File: config.mk
export PLATFORM = sky130hd
export DESIGN_NAME = axi_fourchan_param_slave_buf_flat
export DESIGN_NICKNAME = d
export VERILOG_FILES = /design/src/rtl/axi_fourchan_param_slave_buf_pkg.sv /design/src/rtl/axi_fourchan_param_slave_buf_if.sv /design/src/rtl/axi_fourchan_param_slave_buf_skid.sv /design/src/rtl/axi_fourchan_param_slave_buf.sv /design/src/flat_wrapper.sv
export SDC_FILE = /design/constraint.sdc
export NUM_CORES = 1
export LEC_CHECK = 0
export ABC_AREA = 1
export CORE_AREA = 2 2 228 230
export CTS_CLUSTER_SIZE = 28
export DETAILED_ROUTE_END_ITERATION = 6
export DIE_AREA = 0 0 230 232
export DONT_BUFFER_PORTS = 1
export GPL_TIMING_DRIVEN = 0
export MAX_ROUTING_LAYER = met4
export PLACE_DENSITY = 0.3
export SYNTH_ARGS = -nofsm -noshare
export SYNTH_HDL_FRONTEND = slang
export SYNTH_SLANG_ARGS = --single-unit
File: constraint.sdc
create_clock -name clk_wr -period 1.84 [get_ports clk_wr]
set_input_delay 0.46 -clock clk_wr [delete_from_list [all_inputs] [get_ports clk_wr]]
set_output_delay 0.46 -clock clk_wr [all_outputs]
set_load 0.02 [all_outputs]
File: src/rtl/axi_fourchan_param_slave_buf_pkg.sv
// rtl/axi_fourchan_param_slave_buf_pkg.sv - packed link widths and AXI enums for the four-channel slave adapter
package axi_fourchan_slave_pkg;

   typedef enum logic [1:0] {
      BURST_FIXED = 2'd0,
      BURST_INCR  = 2'd1,
      BURST_WRAP  = 2'd2,
      BURST_RSVD  = 2'd3
   } burst_e;

   typedef enum logic [1:0] {
      RESP_OKAY   = 2'd0,
      RESP_EXOKAY = 2'd1,
      RESP_SLVERR = 2'd2,
      RESP_DECERR = 2'd3
   } resp_e;

   // AR/AW word: {addr, burst, len, size, id} with id at the LSB
   function automatic int ar_w(input int id_w, input int addr_w);
      return id_w + 12 + addr_w;
   endfunction

   function automatic int w_w(input int id_w, input int data_w);
      return id_w + data_w + 1;
   endfunction

   function automatic int r_w(input int id_w, input int data_w);
      return id_w + data_w + 3;
   endfunction

   function automatic int b_w(input int id_w);
      return id_w + 2;
   endfunction

   function automatic int ax_addr_lsb(input int id_w);
      return id_w + 12;
   endfunction

endpackage

File: src/rtl/axi_fourchan_param_slave_buf_if.sv
// rtl/axi_fourchan_param_slave_buf_if.sv - AXI slave side plus logic-link FIFO side signals of the adapter
interface axi_fourchan_param_slave_buf_if #(
   parameter int ID_W   = 4,
   parameter int ADDR_W = 48,
   parameter int DATA_W = 64
);
   import axi_fourchan_slave_pkg::*;

   localparam int AX_W = ar_w(ID_W, ADDR_W);
   localparam int W_W  = w_w(ID_W, DATA_W);
   localparam int R_W  = r_w(ID_W, DATA_W);
   localparam int B_W  = b_w(ID_W);

   logic [ID_W-1:0]   user_arid;
   logic [1:0]        user_arsize;
   logic [7:0]        user_arlen;
   logic [1:0]        user_arburst;
   logic [ADDR_W-1:0] user_araddr;
   logic              user_arvalid;
   logic              user_arready;

   logic [ID_W-1:0]   user_awid;
   logic [1:0]        user_awsize;
   logic [7:0]        user_awlen;
   logic [1:0]        user_awburst;
   logic [ADDR_W-1:0] user_awaddr;
   logic              user_awvalid;
   logic              user_awready;

   logic [ID_W-1:0]   user_wid;
   logic [DATA_W-1:0] user_wdata;
   logic              user_wlast;
   logic              user_wvalid;
   logic              user_wready;

   logic [ID_W-1:0]   user_rid;
   logic [DATA_W-1:0] user_rdata;
   logic              user_rlast;
   logic [1:0]        user_rresp;
   logic              user_rvalid;
   logic              user_rready;

   logic [ID_W-1:0]   user_bid;
   logic [1:0]        user_bresp;
   logic              user_bvalid;
   logic              user_bready;

   logic              user_ar_vld;
   logic [AX_W-1:0]   rxfifo_ar_data;
   logic              user_ar_ready;
   logic              user_aw_vld;
   logic [AX_W-1:0]   rxfifo_aw_data;
   logic              user_aw_ready;
   logic              user_w_vld;
   logic [W_W-1:0]    rxfifo_w_data;
   logic              user_w_ready;
   logic              user_r_vld;
   logic [R_W-1:0]    txfifo_r_data;
   logic              user_r_ready;
   logic              user_b_vld;
   logic [B_W-1:0]    txfifo_b_data;
   logic              user_b_ready;

   modport slave (
      output user_arid, user_arsize, user_arlen, user_arburst, user_araddr, user_arvalid,
      input  user_arready,
      output user_awid, user_awsize, user_awlen, user_awburst, user_awaddr, user_awvalid,
      input  user_awready,
      output user_wid, user_wdata, user_wlast, user_wvalid,
      input  user_wready,
      input  user_rid, user_rdata, user_rlast, user_rresp, user_rvalid,
      output user_rready,
      input  user_bid, user_bresp, user_bvalid,
      output user_bready,
      input  user_ar_vld, rxfifo_ar_data, output user_ar_ready,
      input  user_aw_vld, rxfifo_aw_data, output user_aw_ready,
      input  user_w_vld, rxfifo_w_data, output user_w_ready,
      output user_r_vld, txfifo_r_data, input user_r_ready,
      output user_b_vld, txfifo_b_data, input user_b_ready
   );

   modport master (
      input  user_arid, user_arsize, user_arlen, user_arburst, user_araddr, user_arvalid,
      output user_arready,
      input  user_awid, user_awsize, user_awlen, user_awburst, user_awaddr, user_awvalid,
      output user_awready,
      input  user_wid, user_wdata, user_wlast, user_wvalid,
      output user_wready,
      output user_rid, user_rdata, user_rlast, user_rresp, user_rvalid,
      input  user_rready,
      output user_bid, user_bresp, user_bvalid,
      input  user_bready,
      output user_ar_vld, rxfifo_ar_data, input user_ar_ready,
      output user_aw_vld, rxfifo_aw_data, input user_aw_ready,
      output user_w_vld, rxfifo_w_data, input user_w_ready,
      input  user_r_vld, txfifo_r_data, output user_r_ready,
      input  user_b_vld, txfifo_b_data, output user_b_ready
   );

endinterface

File: src/rtl/axi_fourchan_param_slave_buf_skid.sv
// rtl/axi_fourchan_param_slave_buf_skid.sv - two-entry skid buffer with registered input ready
module llink_skid_buf #(
   parameter int WIDTH = 8
) (
   input  logic             clk_wr,
   input  logic             rst_wr,
   input  logic             in_vld,
   input  logic [WIDTH-1:0] in_data,
   output logic             in_ready,
   output logic             out_vld,
   output logic [WIDTH-1:0] out_data,
   input  logic             out_ready
);
   logic             skid_vld;
   logic [WIDTH-1:0] skid_data;
   logic             in_fire;
   logic             load_out;

   assign in_fire  = in_vld & in_ready;
   assign load_out = out_ready | ~out_vld;

   // in_ready tracks "skid entry empty" one edge late, so it is a pure flop
   always_ff @(posedge clk_wr or posedge rst_wr) begin
      if (rst_wr) begin
         in_ready  <= 1'b0;
         out_vld   <= 1'b0;
         out_data  <= '0;
         skid_vld  <= 1'b0;
         skid_data <= '0;
      end else if (load_out) begin
         in_ready <= 1'b1;
         if (skid_vld) begin
            out_vld  <= 1'b1;
            out_data <= skid_data;
            skid_vld <= 1'b0;
         end else begin
            out_vld <= in_fire;
            if (in_fire) out_data <= in_data;
         end
      end else if (in_fire) begin
         skid_vld  <= 1'b1;
         skid_data <= in_data;
         in_ready  <= 1'b0;
      end
   end

endmodule

File: src/rtl/axi_fourchan_param_slave_buf.sv
// rtl/axi_fourchan_param_slave_buf.sv - link FIFO to AXI slave adapter; LLINK_SLAVE_SKID_EN adds per-channel skid buffers
module axi_fourchan_param_slave_buf
   import axi_fourchan_slave_pkg::*;
#(
   parameter int ID_W       = 4,
   parameter int ADDR_W     = 48,
   parameter int DATA_W     = 64,
   parameter int MAX_RD_OUT = 8,
   parameter int MAX_WR_OUT = 8
) (
   input  logic                              clk_wr,
   input  logic                              rst_wr,
   axi_fourchan_param_slave_buf_if.slave     bus,
   output logic [$clog2(MAX_RD_OUT+1)-1:0]   rd_out_cnt,
   output logic [$clog2(MAX_WR_OUT+1)-1:0]   wr_out_cnt,
   output logic                              out_err
);
   localparam int AX_W = ar_w(ID_W, ADDR_W);
   localparam int W_W  = w_w(ID_W, DATA_W);
   localparam int R_W  = r_w(ID_W, DATA_W);
   localparam int B_W  = b_w(ID_W);
   localparam int RC_W = $clog2(MAX_RD_OUT+1);
   localparam int WC_W = $clog2(MAX_WR_OUT+1);
   localparam logic [RC_W-1:0] RD_MAX = RC_W'(MAX_RD_OUT);
   localparam logic [WC_W-1:0] WR_MAX = WC_W'(MAX_WR_OUT);

   logic            rd_ok, wr_ok;
   logic            ar_in_ready, aw_in_ready;
   logic [AX_W-1:0] ar_out, aw_out;
   logic [W_W-1:0]  w_out;
   logic [R_W-1:0]  r_in;
   logic [B_W-1:0]  b_in;
   logic            ar_pop, aw_pop, r_done, b_done;

   assign rd_ok = (rd_out_cnt != RD_MAX);
   assign wr_ok = (wr_out_cnt != WR_MAX);
   assign r_in  = {bus.user_rresp, bus.user_rlast, bus.user_rdata, bus.user_rid};
   assign b_in  = {bus.user_bresp, bus.user_bid};

`ifdef LLINK_SLAVE_SKID_EN
   // AR/AW valids are gated too, so the skid never takes a word the FIFO did not pop
   llink_skid_buf #(.WIDTH(AX_W)) u_ar_skid (
      .clk_wr, .rst_wr, .in_vld(bus.user_ar_vld & rd_ok), .in_data(bus.rxfifo_ar_data),
      .in_ready(ar_in_ready), .out_vld(bus.user_arvalid), .out_data(ar_out), .out_ready(bus.user_arready));
   llink_skid_buf #(.WIDTH(AX_W)) u_aw_skid (
      .clk_wr, .rst_wr, .in_vld(bus.user_aw_vld & wr_ok), .in_data(bus.rxfifo_aw_data),
      .in_ready(aw_in_ready), .out_vld(bus.user_awvalid), .out_data(aw_out), .out_ready(bus.user_awready));
   llink_skid_buf #(.WIDTH(W_W)) u_w_skid (
      .clk_wr, .rst_wr, .in_vld(bus.user_w_vld), .in_data(bus.rxfifo_w_data),
      .in_ready(bus.user_w_ready), .out_vld(bus.user_wvalid), .out_data(w_out), .out_ready(bus.user_wready));
   llink_skid_buf #(.WIDTH(R_W)) u_r_skid (
      .clk_wr, .rst_wr, .in_vld(bus.user_rvalid), .in_data(r_in),
      .in_ready(bus.user_rready), .out_vld(bus.user_r_vld), .out_data(bus.txfifo_r_data), .out_ready(bus.user_r_ready));
   llink_skid_buf #(.WIDTH(B_W)) u_b_skid (
      .clk_wr, .rst_wr, .in_vld(bus.user_bvalid), .in_data(b_in),
      .in_ready(bus.user_bready), .out_vld(bus.user_b_vld), .out_data(bus.txfifo_b_data), .out_ready(bus.user_b_ready));
`else
   assign bus.user_arvalid  = bus.user_ar_vld & rd_ok;
   assign ar_out            = bus.rxfifo_ar_data;
   assign ar_in_ready       = bus.user_arready;
   assign bus.user_awvalid  = bus.user_aw_vld & wr_ok;
   assign aw_out            = bus.rxfifo_aw_data;
   assign aw_in_ready       = bus.user_awready;
   assign bus.user_wvalid   = bus.user_w_vld;
   assign w_out             = bus.rxfifo_w_data;
   assign bus.user_w_ready  = bus.user_wready;
   assign bus.user_r_vld    = bus.user_rvalid;
   assign bus.txfifo_r_data = r_in;
   assign bus.user_rready   = bus.user_r_ready;
   assign bus.user_b_vld    = bus.user_bvalid;
   assign bus.txfifo_b_data = b_in;
   assign bus.user_bready   = bus.user_b_ready;
`endif

   assign bus.user_ar_ready = ar_in_ready & rd_ok;
   assign bus.user_aw_ready = aw_in_ready & wr_ok;

   assign {bus.user_araddr, bus.user_arburst, bus.user_arlen, bus.user_arsize, bus.user_arid} = ar_out;
   assign {bus.user_awaddr, bus.user_awburst, bus.user_awlen, bus.user_awsize, bus.user_awid} = aw_out;
   assign {bus.user_wlast, bus.user_wdata, bus.user_wid} = w_out;

   assign ar_pop = bus.user_ar_vld & bus.user_ar_ready;
   assign aw_pop = bus.user_aw_vld & bus.user_aw_ready;
   assign r_done = bus.user_r_vld & bus.user_r_ready & bus.txfifo_r_data[ID_W+DATA_W];
   assign b_done = bus.user_b_vld & bus.user_b_ready;

   // Increments cannot overflow: the pop itself is blocked at the maximum
   always_ff @(posedge clk_wr or posedge rst_wr) begin
      if (rst_wr) begin
         rd_out_cnt <= '0;
         wr_out_cnt <= '0;
         out_err    <= 1'b0;
      end else begin
         if (ar_pop && !r_done) begin
            rd_out_cnt <= rd_out_cnt + RC_W'(1);
         end else if (!ar_pop && r_done) begin
            if (rd_out_cnt == '0) out_err <= 1'b1;
            else                  rd_out_cnt <= rd_out_cnt - RC_W'(1);
         end
         if (aw_pop && !b_done) begin
            wr_out_cnt <= wr_out_cnt + WC_W'(1);
         end else if (!aw_pop && b_done) begin
            if (wr_out_cnt == '0) out_err <= 1'b1;
            else                  wr_out_cnt <= wr_out_cnt - WC_W'(1);
         end
      end
   end

endmodule

File: src/flat_wrapper.sv
// flat-port wrapper written by rule: the top's interface ports become plain ports
module axi_fourchan_param_slave_buf_flat import axi_fourchan_slave_pkg::*;
#(
   parameter int ID_W       = 4,
   parameter int ADDR_W     = 48,
   parameter int DATA_W     = 64,
   parameter int MAX_RD_OUT = 8,
   parameter int MAX_WR_OUT = 8
)
  (clk_wr, rst_wr, rd_out_cnt, wr_out_cnt, out_err, bus_user_arid, bus_user_arsize, bus_user_arlen, bus_user_arburst, bus_user_araddr, bus_user_arvalid, bus_user_arready, bus_user_awid, bus_user_awsize, bus_user_awlen, bus_user_awburst, bus_user_awaddr, bus_user_awvalid, bus_user_awready, bus_user_wid, bus_user_wdata, bus_user_wlast, bus_user_wvalid, bus_user_wready, bus_user_rid, bus_user_rdata, bus_user_rlast, bus_user_rresp, bus_user_rvalid, bus_user_rready, bus_user_bid, bus_user_bresp, bus_user_bvalid, bus_user_bready, bus_user_ar_vld, bus_rxfifo_ar_data, bus_user_ar_ready, bus_user_aw_vld, bus_rxfifo_aw_data, bus_user_aw_ready, bus_user_w_vld, bus_rxfifo_w_data, bus_user_w_ready, bus_user_r_vld, bus_txfifo_r_data, bus_user_r_ready, bus_user_b_vld, bus_txfifo_b_data, bus_user_b_ready);
  axi_fourchan_param_slave_buf_if #(.ID_W(ID_W), .ADDR_W(ADDR_W), .DATA_W(DATA_W)) bus_i ();
  input  logic clk_wr;
  input  logic rst_wr;
  output logic [$clog2(MAX_RD_OUT+1)-1:0] rd_out_cnt;
  output logic [$clog2(MAX_WR_OUT+1)-1:0] wr_out_cnt;
  output logic out_err;
  output wire logic [$bits(bus_i.user_arid)-1:0] bus_user_arid;
  output wire logic [$bits(bus_i.user_arsize)-1:0] bus_user_arsize;
  output wire logic [$bits(bus_i.user_arlen)-1:0] bus_user_arlen;
  output wire logic [$bits(bus_i.user_arburst)-1:0] bus_user_arburst;
  output wire logic [$bits(bus_i.user_araddr)-1:0] bus_user_araddr;
  output wire logic [$bits(bus_i.user_arvalid)-1:0] bus_user_arvalid;
  input wire logic [$bits(bus_i.user_arready)-1:0] bus_user_arready;
  output wire logic [$bits(bus_i.user_awid)-1:0] bus_user_awid;
  output wire logic [$bits(bus_i.user_awsize)-1:0] bus_user_awsize;
  output wire logic [$bits(bus_i.user_awlen)-1:0] bus_user_awlen;
  output wire logic [$bits(bus_i.user_awburst)-1:0] bus_user_awburst;
  output wire logic [$bits(bus_i.user_awaddr)-1:0] bus_user_awaddr;
  output wire logic [$bits(bus_i.user_awvalid)-1:0] bus_user_awvalid;
  input wire logic [$bits(bus_i.user_awready)-1:0] bus_user_awready;
  output wire logic [$bits(bus_i.user_wid)-1:0] bus_user_wid;
  output wire logic [$bits(bus_i.user_wdata)-1:0] bus_user_wdata;
  output wire logic [$bits(bus_i.user_wlast)-1:0] bus_user_wlast;
  output wire logic [$bits(bus_i.user_wvalid)-1:0] bus_user_wvalid;
  input wire logic [$bits(bus_i.user_wready)-1:0] bus_user_wready;
  input wire logic [$bits(bus_i.user_rid)-1:0] bus_user_rid;
  input wire logic [$bits(bus_i.user_rdata)-1:0] bus_user_rdata;
  input wire logic [$bits(bus_i.user_rlast)-1:0] bus_user_rlast;
  input wire logic [$bits(bus_i.user_rresp)-1:0] bus_user_rresp;
  input wire logic [$bits(bus_i.user_rvalid)-1:0] bus_user_rvalid;
  output wire logic [$bits(bus_i.user_rready)-1:0] bus_user_rready;
  input wire logic [$bits(bus_i.user_bid)-1:0] bus_user_bid;
  input wire logic [$bits(bus_i.user_bresp)-1:0] bus_user_bresp;
  input wire logic [$bits(bus_i.user_bvalid)-1:0] bus_user_bvalid;
  output wire logic [$bits(bus_i.user_bready)-1:0] bus_user_bready;
  input wire logic [$bits(bus_i.user_ar_vld)-1:0] bus_user_ar_vld;
  input wire logic [$bits(bus_i.rxfifo_ar_data)-1:0] bus_rxfifo_ar_data;
  output wire logic [$bits(bus_i.user_ar_ready)-1:0] bus_user_ar_ready;
  input wire logic [$bits(bus_i.user_aw_vld)-1:0] bus_user_aw_vld;
  input wire logic [$bits(bus_i.rxfifo_aw_data)-1:0] bus_rxfifo_aw_data;
  output wire logic [$bits(bus_i.user_aw_ready)-1:0] bus_user_aw_ready;
  input wire logic [$bits(bus_i.user_w_vld)-1:0] bus_user_w_vld;
  input wire logic [$bits(bus_i.rxfifo_w_data)-1:0] bus_rxfifo_w_data;
  output wire logic [$bits(bus_i.user_w_ready)-1:0] bus_user_w_ready;
  output wire logic [$bits(bus_i.user_r_vld)-1:0] bus_user_r_vld;
  output wire logic [$bits(bus_i.txfifo_r_data)-1:0] bus_txfifo_r_data;
  input wire logic [$bits(bus_i.user_r_ready)-1:0] bus_user_r_ready;
  output wire logic [$bits(bus_i.user_b_vld)-1:0] bus_user_b_vld;
  output wire logic [$bits(bus_i.txfifo_b_data)-1:0] bus_txfifo_b_data;
  input wire logic [$bits(bus_i.user_b_ready)-1:0] bus_user_b_ready;
  assign bus_user_arid = bus_i.user_arid;
  assign bus_user_arsize = bus_i.user_arsize;
  assign bus_user_arlen = bus_i.user_arlen;
  assign bus_user_arburst = bus_i.user_arburst;
  assign bus_user_araddr = bus_i.user_araddr;
  assign bus_user_arvalid = bus_i.user_arvalid;
  assign bus_i.user_arready = bus_user_arready;
  assign bus_user_awid = bus_i.user_awid;
  assign bus_user_awsize = bus_i.user_awsize;
  assign bus_user_awlen = bus_i.user_awlen;
  assign bus_user_awburst = bus_i.user_awburst;
  assign bus_user_awaddr = bus_i.user_awaddr;
  assign bus_user_awvalid = bus_i.user_awvalid;
  assign bus_i.user_awready = bus_user_awready;
  assign bus_user_wid = bus_i.user_wid;
  assign bus_user_wdata = bus_i.user_wdata;
  assign bus_user_wlast = bus_i.user_wlast;
  assign bus_user_wvalid = bus_i.user_wvalid;
  assign bus_i.user_wready = bus_user_wready;
  assign bus_i.user_rid = bus_user_rid;
  assign bus_i.user_rdata = bus_user_rdata;
  assign bus_i.user_rlast = bus_user_rlast;
  assign bus_i.user_rresp = bus_user_rresp;
  assign bus_i.user_rvalid = bus_user_rvalid;
  assign bus_user_rready = bus_i.user_rready;
  assign bus_i.user_bid = bus_user_bid;
  assign bus_i.user_bresp = bus_user_bresp;
  assign bus_i.user_bvalid = bus_user_bvalid;
  assign bus_user_bready = bus_i.user_bready;
  assign bus_i.user_ar_vld = bus_user_ar_vld;
  assign bus_i.rxfifo_ar_data = bus_rxfifo_ar_data;
  assign bus_user_ar_ready = bus_i.user_ar_ready;
  assign bus_i.user_aw_vld = bus_user_aw_vld;
  assign bus_i.rxfifo_aw_data = bus_rxfifo_aw_data;
  assign bus_user_aw_ready = bus_i.user_aw_ready;
  assign bus_i.user_w_vld = bus_user_w_vld;
  assign bus_i.rxfifo_w_data = bus_rxfifo_w_data;
  assign bus_user_w_ready = bus_i.user_w_ready;
  assign bus_user_r_vld = bus_i.user_r_vld;
  assign bus_txfifo_r_data = bus_i.txfifo_r_data;
  assign bus_i.user_r_ready = bus_user_r_ready;
  assign bus_user_b_vld = bus_i.user_b_vld;
  assign bus_txfifo_b_data = bus_i.txfifo_b_data;
  assign bus_i.user_b_ready = bus_user_b_ready;
  axi_fourchan_param_slave_buf #(.ID_W(ID_W), .ADDR_W(ADDR_W), .DATA_W(DATA_W), .MAX_RD_OUT(MAX_RD_OUT), .MAX_WR_OUT(MAX_WR_OUT)) u_core (.clk_wr(clk_wr), .rst_wr(rst_wr), .bus(bus_i), .rd_out_cnt(rd_out_cnt), .wr_out_cnt(wr_out_cnt), .out_err(out_err));
endmodule
# ---- After elaboration in Yosys (flattened, before gate mapping)
# Index checks and enable logic that the tools add are counted.
dict set report word_totals {
  ff_bits 9
  output_inout_bits 293
  word_cells 46
}
dict set report classes {
  add_sub_neg 4
  n_eq_ne 4
  mux 12
  n_bitwise 9
  n_reduce_logical 14
}
# cell count
set ops {}
lappend ops {{$mux 4} 6}
lappend ops {{$and 1x1->1} 9}
lappend ops {{$add 4x1->4 const B} 2}
lappend ops {{$logic_not 4->1} 2}
lappend ops {{$ne 4x4->1 const B} 2}
lappend ops {{$sub 4x1->4 const B} 2}
lappend ops {{$mux 1} 6}
lappend ops {{$logic_and 1x1->1} 4}
lappend ops {{$logic_not 1->1} 4}
lappend ops {{$ne 2x1->1 const B} 2}
lappend ops {{$reduce_and 2->1} 2}
lappend ops {{$reduce_bool 2->1} 2}

# ---- Longest topological paths before layout
# Gate-level depths: netlist of the first run.
dict set report depth {
  depth_word 10
  mapped_depth 16
  ltp_nobuf 16
}

# ---- Worst setup path before layout of the first run
# No wires, ideal clock.
dict set report synth_path {
  kind {flip-flop to flip-flop}
  startpoint {register u_core.wr_out_cnt[1]}
  endpoint {register u_core.wr_out_cnt[3]}
  setup_time_ps 117
  t_arrival_ps 2097
  required_time_ps 1723
  path_slack_ps -374
  path_stages_with_launch 15
  cell_sequence {dfrtp_1 -> nor2_2 -> nand2_1 -> nor2_2 -> nor2_2 -> nand2_2 -> inv_1 -> ha_1 -> inv_1 -> ha_1 -> or2_1 -> nand3_1 -> nand2_1 -> nand2_1 -> nand2_1}
}
dict set report synth_between {
  elab_chain_len 7
  word_cells_on_any_way 15
}
# item line_no
set synth_lines {}
lappend synth_lines {{from (decl)} axi_fourchan_param_slave_buf.sv:15} ;# output logic [$clog2(MAX_WR_OUT+1)-1:0] wr_out_cnt,
lappend synth_lines {{from (signal assigned)} axi_fourchan_param_slave_buf.sv:101} ;# wr_out_cnt <= wr_out_cnt + WC_W'(1);
lappend synth_lines {{from (signal assigned)} axi_fourchan_param_slave_buf.sv:104} ;# else wr_out_cnt <= wr_out_cnt - WC_W'(1);
lappend synth_lines {{$ne 4x4->1} axi_fourchan_param_slave_buf.sv:36} ;# assign wr_ok = (wr_out_cnt != WR_MAX);
lappend synth_lines {{$and 1x1->1} axi_fourchan_param_slave_buf.sv:76} ;# assign bus.user_aw_ready = aw_in_ready & wr_ok;
lappend synth_lines {{$and 1x1->1} axi_fourchan_param_slave_buf.sv:83} ;# assign aw_pop = bus.user_aw_vld & bus.user_aw_ready;
lappend synth_lines {{$logic_not 1->1} axi_fourchan_param_slave_buf.sv:102} ;# end else if (!aw_pop && b_done) begin
lappend synth_lines {{$logic_and 1x1->1} axi_fourchan_param_slave_buf.sv:102}
lappend synth_lines {{$reduce_bool 2->1 (no source line)} --}
lappend synth_lines {{$reduce_and 2->1 (no source line)} --}
# Parallel ways exist; a longest one is shown, timed or not. The select of a mux whose other input is x is not followed.
# A chain may end at the register's enable or synchronous reset.

# ---- Worst setup path after layout of the first run
dict set report layout_path {
  startpoint {register u_core.rd_out_cnt[0]}
  endpoint {register u_core.rd_out_cnt[3]}
}
dict set report layout_between {
  elab_chain_len 7
  word_cells_on_any_way 15
}
# item line_no
set layout_lines {}
lappend layout_lines {{from (decl)} axi_fourchan_param_slave_buf.sv:14} ;# output logic [$clog2(MAX_RD_OUT+1)-1:0] rd_out_cnt,
lappend layout_lines {{from (signal assigned)} axi_fourchan_param_slave_buf.sv:95} ;# rd_out_cnt <= rd_out_cnt + RC_W'(1);
lappend layout_lines {{from (signal assigned)} axi_fourchan_param_slave_buf.sv:98} ;# else rd_out_cnt <= rd_out_cnt - RC_W'(1);
lappend layout_lines {{$ne 4x4->1} axi_fourchan_param_slave_buf.sv:35} ;# assign rd_ok = (rd_out_cnt != RD_MAX);
lappend layout_lines {{$and 1x1->1} axi_fourchan_param_slave_buf.sv:75} ;# assign bus.user_ar_ready = ar_in_ready & rd_ok;
lappend layout_lines {{$and 1x1->1} axi_fourchan_param_slave_buf.sv:82} ;# assign ar_pop = bus.user_ar_vld & bus.user_ar_ready;
lappend layout_lines {{$logic_not 1->1} axi_fourchan_param_slave_buf.sv:96} ;# end else if (!ar_pop && r_done) begin
lappend layout_lines {{$logic_and 1x1->1} axi_fourchan_param_slave_buf.sv:96}
lappend layout_lines {{$reduce_bool 2->1 (no source line)} --}
lappend layout_lines {{$reduce_and 2->1 (no source line)} --}
# Parallel ways exist; a longest one is shown, timed or not. The select of a mux whose other input is x is not followed.

==> results of run 1 <==
## power by group
part	internal (mW)	switching, mW	total, mW	leakage [nW]
combinational	0.925	1.04	1.97	1.78
sequential	0.317	0.399	0.716	0.0988
clock	0.290	0.0956	0.385	0.0382
total	1.53	1.54	3.07	1.92
## cells by family after synthesis
kind of cell / Yosys count
buf+inv: 300
simple gates: 59
fa+ha+maj: 10
flops: 9
xor+xnor: 4
compound gates: 2
## state kept, by name, indices dropped and copies added (netlist names)
| signal | flops |
|---|---|
| u_core.wr_out_cnt | 4 |
| u_core.rd_out_cnt | 4 |
| u_core.out_err | 1 |
## cell type report
class,instances,share of cell area (%)
flip-flops and latches,9,5.77
diodes,2,0.121
clock buffers,4,1.91
inverters,20,2.06
well taps,680,20.6
repair buffers,14,3.22
multi-input cells,75,15.3
plain buffers,280,51.0
## metrics by stage
| step | util, % | setup slack (ps) | setup TNS [ps] | hold WS [ps] |
|---|---|---|---|---|
| floorplan | - | -187 | -575 | 288 |
| global placement | 7.43 | -914 | -4570 | 369 |
| detailed placement | 7.43 | -913 | -4650 | 375 |
| CTS | 7.96 | -525 | -2560 | 127 |
| global route | 8.10 | -602 | -3330 | 148 |
| finish | 8.10 | -470 | -2170 | 104 |
## final timing paths
kind / startpoint / end / slack (ps) / cells after the start
max: u_core.rd_out_cnt[0] / u_core.rd_out_cnt[3] / -470 / 15
min: rst_wr / u_core.out_err / 100 / 1
max reg2reg: u_core.rd_out_cnt[0] / u_core.rd_out_cnt[3] / -470 / 15
min reg2reg: u_core.out_err / u_core.out_err / 650 / 1
max in group asynchronous: rst_wr / u_core.rd_out_cnt[0] / 1420 / 1
min in group clk_wr: u_core.out_err / u_core.out_err / 650 / 1
## worst max-delay path: stages (launching register included)
cell and delay (ps):
dfrtp_4 540, nor2_4 60, nand2_2 80, nor2_4 40
buf_12 140, nor2_4 200, nand2_4 130, inv_4 80
ha_4 150, inv_6 50, ha_4 230, or2_4 230
nand3_1 60, nand2_1 50, nand2_1 70, nand2_1 50
## layout by cell type (no fill, tap or decap), types with 4 or more instances in the layout
master	count
nand3_1	4
dfrtp_2	7
inv_1	12
inv_2	5
buf_4	289
nand2_2	6
nor2_4	8
buf_6	4
nand2_1	28
ha_4	6
## synth_stat cells
library cell,n
o21ai_0,1
xnor2_1,4
or2_1,2
nand4_1,2
nand3_1,5
nand2_1,33
nand2_2,4
dfrtp_1,9
nand3b_1,1
buf_4,280
nor2_1,4
ha_1,8
inv_1,19
nor2_2,8
inv_2,1
fa_1,2
o21ai_1,1
## routing by layer
layer	routed length, um	GRT usage, %	part of all wire [%]
met2	5980	6.27	56
met3	1210	0.798	11
met5	0	-	0
met1	3270	3.24	31
met4	261	0.806	2.4
## what timing repair did
item,CTS,global route
gates resized for setup,26,11
setup endpoints to repair,11,10
cloned,0,0
pin swaps,18,7
hold buffers,0,0
setup buffers,10,4
==> impl_metrics.yaml, run 1 <==
outcome:
  status: "complete, but fails checks"
  violations: "setup timing"
finish:
  regArea_sq_um: 238
  stdcell_count: 1084
  drive_gt1_share_pct: 85.3
  nets: 699
  final_area_sq_um: 4120
  synthToLayoutAreaGrowth_pct: 44.2
  multiInputGateArea_sq_um: 629
  n_fill_cell: 5964
routing:
  vias: 2165
  firstDrtPassIters: 4
  wl_per_cell_um: 9.89
  drtIter0Drc: 41
  ant_nets: 0
  via_per_inst: 2.00
  drc: 0
  drt_wl_total_um: 10700
sta:
  finalSetupViolCount: 9
  fin_crit_sh_pct: 126
  rsz0062_at_grt: "true"
  finClkSkew_ps: 3.28
  slew_viol_final: 0
  tightest_slew_ps: 405
  fmax_ghz: 0.433
  fin_ws_ps: -470
  min_period_ps: 2310
  slew_headroom_pct: 72.9
  final-hold-violation-count: 0
global_routing:
  antenna_found_initial: 2
  grt-ovfl-total: 0
  grt_pass1_vias: 1886
  grt_pass1_wl_um: 12000
  grt_max_degree: 10
  globalRouteTotalUtil_pct: 3.25
logic_synthesis:
  syn_nets: 680
  yosysTopAreaCellShare_pct: 73.5
  synth_largest_area_cell: "buf_4"
  synth_cell_type_count: 17
  synth_area_leaders: "buf_4 74%, dfrtp_1 7.9%, nand2_1 4.3%"
  syn-instance-count: 384
  yosys_warnings: 0
  synth_compound_area_share_pct: 0.350
  yosys.area_share.simple_pct: 9.50
  synthAdderAreaFrac_pct: 4.90
  netlist_area_sq_um: 2860
  ys_seq_area_share_pct: 7.88
  synthMuxAreaShare_pct: 0
  synth-seq-cells: 9
  synth_xor_area_share_pct: 1.23
  syn_avg_cell_area_sq_um: 7.45
  synth_top_family_by_area: "buffers and inverters"
min_path:
  hp-class: "in2async"
worst_setup_path:
  worstPathMaxFanout: 6
  end_kind: "flip-flop"
  arrival_ps: 2430
  start_kind: "flip-flop"
  critical_path_class: "reg2reg"
  cp.required_ps: 1960
place:
  numPortBuffers: 0
  dpl-instance-area_sq_um: 3780
  dp.cells: 1064
  gp_congestion: 0.804
  dp_hpwl_um: 10100
power:
  p_leak_nw: 1.92
  irDropWorstVdd_uv: 483
  power.density_nw_per_um2: 745
  p_total_mw: 3.07
clocking:
  clk_pin_slew_ps: 40
  numCtsBuffers: 3
  clock_sinks: 9
  root_buffer: "clkbuf_16"
  worstSkewPairLatency_ps: 230
  cts_tree: "built"
  cts_max_level: 1
  clk_path_buf_depth: 2
floorplan:
  start_util_pct: 5.62
  core_area_sq_um: 50900
  die_x_um: 230
  row_count: 83
  die-area_sq_um: 53400
  num_io_pins: 579
  die_y_um: 232
run:
  drv_cap: 0
Power figures use the tool's default switching activity.
==> inputs of run 2 (changes only) <==
Settings changed: MAX_ROUTING_LAYER met4 to default.
==> run 2 against run 1 <==
  * The flow still finishes with violations (setup timing)
  * Largest power group unchanged
  * Cell count hardly changed
  * Die area stayed put
  * Global-route usage is 0.092 points lower
  * Clock-buffer cell count stayed put
  * First-iteration DRC count stayed put
  * Routed wire length hardly changed
  * Highest routed layer is now met5
  * Register-to-register slack hardly changed
  * Critical path depth stayed put
  * Hold slack hardly changed
  * Clock skew hardly changed
  * Clock power hardly changed
  * Power hardly changed
  * Critical endpoint unchanged
==> impl_metrics.yaml, run 2 (synthesis results as in run 1) <==
sta:
  finalSetupViolCount: 9
  finClkSkew_ps: 3.21
  final-hold-violation-count: 0
  rsz0062_at_grt: "true"
  fin_ws_ps: -467
  hold_ws_ps: 104
  fin_crit_sh_pct: 125
  tightest_slew_ps: 405
  min_period_ps: 2310
  fmax_ghz: 0.433
  slew_headroom_pct: 72.9
  slew_viol_final: 0
global_routing:
  antenna_found_initial: 2
  grt-ovfl-total: 0
  grt_pass1_wl_um: 12000
  grt_max_degree: 10
  globalRouteTotalUtil_pct: 3.15
  grt_pass1_vias: 1887
floorplan:
  die_x_um: 230
  row_count: 83
  die-area_sq_um: 53400
  num_io_pins: 579
  start_util_pct: 5.62
  die_y_um: 232
  core_area_sq_um: 50900
place:
  dp.cells: 1064
  place_ws_ps: -913
  gp_congestion: 0.793
  numPortBuffers: 0
  dp_hpwl_um: 10100
power:
  p_total_mw: 3.07
  sw_frac_of_total_pct: 50.1
  p_sw_mw: 1.54
  p_int_mw: 1.53
  power.density_nw_per_um2: 745
  irDropWorstVdd_uv: 483
  p_seq_share_pct: 23.3
  p_clk_share_pct: 12.6
  p_comb_share_pct: 64.1
  p_leak_nw: 1.92
clocking:
  root_buffer: "clkbuf_16"
  cts_max_level: 1
  clock_sinks: 9
  numCtsBuffers: 3
  clk_path_buf_depth: 2
  holdBufCountCts: 0
  worstSkewPairLatency_ps: 230
  clk_pin_slew_ps: 40
  cts_tree: "built"
finish:
  synthToLayoutAreaGrowth_pct: 44.1
  stdcell_count: 1083
  reg_top3: "u_core.rd_out_cnt: 4 flops, u_core.wr_out_cnt: 4 flops, u_core.out_err: 1 flops"
  nets: 699
  layout_commonest_cell: "buf_4"
  final_util_pct: 8.09
  drive_gt1_share_pct: 85.3
  layout_common_cells: "289 x buf_4, 28 x nand2_1, 12 x inv_1, 8 x nor2_4, 7 x dfrtp_2"
min_path:
  hp-class: "in2async"
worst_setup_path:
  startpoint: "u_core.rd_out_cnt[0]"
  end_kind: "flip-flop"
  worstPathMaxFanout: 6
  r2r-start: "u_core.rd_out_cnt[0]"
  critical_path.endpoint: "u_core.rd_out_cnt[3]"
  rr_endpoint: "u_core.rd_out_cnt[3]"
  critical_path_class: "reg2reg"
  cp.required_ps: 1960
  start_kind: "flip-flop"
  r2r_setup_slack_ps: -470
  ff2ff_path_depth: 15
  arrival_ps: 2430
routing:
  drt_wl_total_um: 10700
  wl_per_cell_um: 9.91
  ant_nets: 0
  firstDrtPassIters: 4
  drtIter0Drc: 41
  via_per_inst: 2.01
  drc: 0
  vias: 2178
outcome:
  violations: "setup timing"
  status: "complete, but fails checks"
run:
  drv_cap: 0
run 2: final cells by class:
cell class	count	area, sq um
fill	5965	46800
buffer	280	2100
sequential	9	238
timing repair buffer	14	133
antenna	1	2.50
clock buffer	4	78.8
multi-input combinational	75	629
tap	680	851
inverter	20	85.1
run 2: layer usage:
layer / part of all wire, % / vias to the layer above / wire (um) / global-route usage (%)
met4: 2.5 / 2 / 269 / 0.806
li1: - / 912 / - / -
met1: 31 / 967 / 3300 / 3.23
met5: 0.075 / - / 8 / 0
met3: 11 / 10 / 1190 / 0.823
met2: 56 / 287 / 5970 / 6.27
run 2: worst min path at each step:
stage                      start  slack, ps  cells past startpoint                   end
after floorplan           rst_wr        290                      1        u_core.out_err
after global placement    rst_wr        370                      1  u_core.rd_out_cnt[2]
after detailed placement  rst_wr        380                      1  u_core.rd_out_cnt[2]
after CTS                 rst_wr        130                      1  u_core.rd_out_cnt[0]
after global routing      rst_wr        150                      1  u_core.rd_out_cnt[2]
final                     rst_wr        100                      1        u_core.out_err
run 2: worst max-delay path: stages, from the launching register on:
cell and delay [ps]:
dfrtp_4 540, nor2_4 60, nand2_2 80, nor2_4 40, buf_12 140, nor2_4 200, nand2_4 130, inv_4 80
ha_4 150, inv_6 50, ha_4 230, or2_4 230, nand3_1 60, nand2_1 50, nand2_1 70, nand2_1 50
run 2: power groups by stage:
stage | combinational, mW | sequential (mW) | clock [mW]
2_1_floorplan | 1.49 | 0.568 | 0
6_report | 1.97 | 0.715 | 0.385
3_5_place_dp | 1.69 | 0.699 | 0
4_1_cts | 1.91 | 0.743 | 0.397
5_1_grt | 2.17 | 0.756 | 0.414
3_3_place_gp | 1.71 | 0.705 | 0
run 2: per-stage QoR:
step                cell area [sq um]  setup TNS (ps)
finish                           4120           -2150
CTS                              4050           -2560
global placement                 3780           -4570
global route                     4120           -3340
floorplan                        2930            -575
detailed placement               3780           -4650
run 2: timing repair:
action,CTS,global route
resized for setup,26,11
pin swaps,18,7
setup endpoints to repair,11,10
setup buffers,10,4
==> inputs of run 3 (changes only) <==
Settings changed: ABC_AREA 1 to default, CORE_AREA 2 2 228 230 to 2 2 226 228, DIE_AREA 0 0 230 232 to 0 0 228 230.
==> run 3 against run 2 <==
  * The flow still finishes with violations (setup timing)
  * First-iteration DRC count is 20% higher
  * Non-clock buffer count grew 3
  * Core utilization up 0.13 points
  * Fmax decreased by 1.2%
  * Global-route usage rose by 0.53 points
  * Combinational power increased by 4%
  * Via count decreased by 4.0%
  * Sequential power increased by 4.2%
  * Clock power barely moved
  * Sequential cell count unchanged
  * Critical path depth shrank 3
  * Hold slack got worse by 19 ps
  * Largest cell class unchanged
==> impl_metrics.yaml, run 3 <==
worst_setup_path:
  start_kind: "flip-flop"
  end_kind: "flip-flop"
  path_cells: "nor3_4, buf_12, a21boi_4, nand2_4, inv_2, ha_4, inv_6, ha_4, inv_2, o21ai_2, mux2i_1, o31ai_1"
  r2r-start: "u_core.wr_out_cnt[0]"
  critPathMaxStageDelay_ps: 550
  cp.required_ps: 1940
  critical_path_class: "reg2reg"
  worstPathMaxFanout: 6
  arrival_ps: 2440
  slowest_stage: "dfrtp_2"
  startpoint: "u_core.wr_out_cnt[0]"
logic_synthesis:
  syn_avg_cell_area_sq_um: 8.01
  netlist_area_sq_um: 2820
  synth_largest_area_cell: "buf_4"
  synth_most_common_cell: "buf_4"
  yosysTopAreaCellShare_pct: 74.5
  ys_seq_area_share_pct: 7.99
  synth_cell_type_count: 28
  synth_common_cells: "280 x buf_4, 10 x inv_1, 9 x dfrtp_1"
  syn-instance-count: 352
  synth_edf_count: 0
  synth_area_leaders: "buf_4 75%, dfrtp_1 8.0%, ha_1 3.5%"
  yosys_warnings: 0
  synth_top_flop_cell: "dfrtp_1"
  synthArstFlopShare_pct: 100
  synth-seq-cells: 9
  syn_nets: 648
routing:
  via_per_inst: 1.99
  drtIter0Drc: 49
  wl_per_cell_um: 11.3
  vias: 2090
  ant_nets: 0
  drc: 0
  drt_wl_total_um: 11800
  firstDrtPassIters: 5
clocking:
  cts_tree: "built"
  numCtsBuffers: 3
  worstSkewPairLatency_ps: 230
  cts_max_level: 1
  clk_path_buf_depth: 2
  clk_pin_slew_ps: 40
  root_buffer: "clkbuf_16"
  holdBufCountCts: 0
  clock_sinks: 9
finish:
  layout_common_cells: "293 x buf_4, 8 x dfrtp_2, 6 x ha_4, 5 x inv_1, 4 x nand2_1"
  n_fill_cell: 5860
  synthToLayoutAreaGrowth_pct: 45.5
  drive_gt1_share_pct: 92.0
  layout_commonest_cell: "buf_4"
  nets: 670
  reg_top3: "u_core.rd_out_cnt: 4 flops, u_core.wr_out_cnt: 4 flops, u_core.out_err: 1 flops"
  stdcell_count: 1048
place:
  dp_hpwl_um: 10800
  gp_congestion: 0.901
  numPortBuffers: 0
  dp.cells: 1024
power:
  power.density_nw_per_um2: 775
  p_total_mw: 3.18
  irDropWorstVdd_uv: 381
  p_leak_nw: 1.85
floorplan:
  die_y_um: 230
  row_count: 82
  die_x_um: 228
  die-area_sq_um: 52400
  core_area_sq_um: 49900
  num_io_pins: 579
  start_util_pct: 5.66
sta:
  finalSetupViolCount: 10
  slew_viol_final: 0
  finClkSkew_ps: 3.54
  fin_crit_sh_pct: 127
  min_period_ps: 2340
  final-hold-violation-count: 0
  slew_headroom_pct: 73.5
  fmax_ghz: 0.428
  tightest_slew_ps: 397
  fin_ws_ps: -496
  rsz0062_at_grt: "true"
outcome:
  status: "complete, but fails checks"
  violations: "setup timing"
global_routing:
  globalRouteTotalUtil_pct: 3.68
  antenna_found_initial: 2
  grt_pass1_wl_um: 13800
  grt_pass1_vias: 1868
  grt_max_degree: 10
  grt-ovfl-total: 0
run:
  drv_cap: 0
min_path:
  hp-class: "in2async"
==> run 3: critical path: cells and delay by family (launching register included) <==
family / cells / cell delay, ps
simple gates: 2 / 190
compound gates: 3 / 470
mux: 1 / 200
fa+ha+maj: 2 / 470
flops: 1 / 550
buf+inv: 4 / 330
==> run 3: per-layer routing <==
metal / up-vias / routed length, um / track usage (%)
met1: 936 / 3950 / 4.19
li1: 862 / - / -
met4: 0 / 608 / 2.17
met2: 270 / 5950 / 6.11
met3: 22 / 1300 / 1.12
met5: - / 0 / 0
==> run 3: final cells by class <==
class / count / area [sq um] / share of cell area (%)
Buffer: 280 / 2100 / 51.2
Inverter: 10 / 45.0 / 1.10
Clock inverter: 1 / 5.00 / 0.122
Tap cell: 672 / 841 / 20.5
Multi-Input combinational cell: 53 / 641 / 15.6
Clock buffer: 3 / 75.1 / 1.83
Sequential cell: 9 / 235 / 5.73
Timing Repair Buffer: 17 / 151 / 3.69
Antenna cell: 3 / 7.51 / 0.183
==> run 3: repair_timing <==
item	in CTS	in global routing
pin swaps	12	14
resized for setup	18	7
endpoints found under the hold margin	0	0
setup endpoints to repair	12	10
buffers inserted	13	5
==> run 3: worst paths after layout <==
kind / to / slack (ps) / depth (start not counted)
min in group clk_wr: u_core.rd_out_cnt[0] / 650 / 1
hold reg to reg: u_core.rd_out_cnt[0] / 650 / 1
setup / recovery: u_core.wr_out_cnt[3] / -500 / 12
max in group asynchronous: u_core.rd_out_cnt[1] / 1470 / 1
setup reg to reg: u_core.wr_out_cnt[3] / -500 / 12
hold / removal: u_core.wr_out_cnt[3] / 80 / 1
==> run 3: logic make-up after synthesis <==
| logic type | count (synthesis) | synth area share [%] |
|---|---|---|
| buffers and inverters | 290 | 75.9 |
| flip-flops | 9 | 7.99 |
| XOR/XNOR | 3 | 0.932 |
| AND/OR/NAND/NOR | 20 | 4.53 |
| AO/OA/AOI/OAI | 16 | 3.90 |
| adder cells (fa/ha/maj) | 10 | 4.97 |
| multiplexers | 4 | 1.82 |
==> run 3: metrics by stage <==
stage	setup TNS, ps	hold slack (ps)	setup WS (ps)	instance area, sq um	util, %
detailed placement	-4530	351	-870	3770	7.57
CTS	-3540	99.9	-580	4040	8.09
floorplan	-1250	287	-446	2930	-
global route	-4100	105	-650	4100	8.22
finish	-2930	84.4	-496	4100	8.23
global placement	-4380	356	-828	3770	7.57
==> run 3: power by group <==
part	leakage (nW)	switching, mW	internal, mW
Clock	0.0409	0.0964	0.286
Sequential	0.0979	0.431	0.314
Combinational	1.71	1.04	1.02
Total	1.85	1.56	1.62
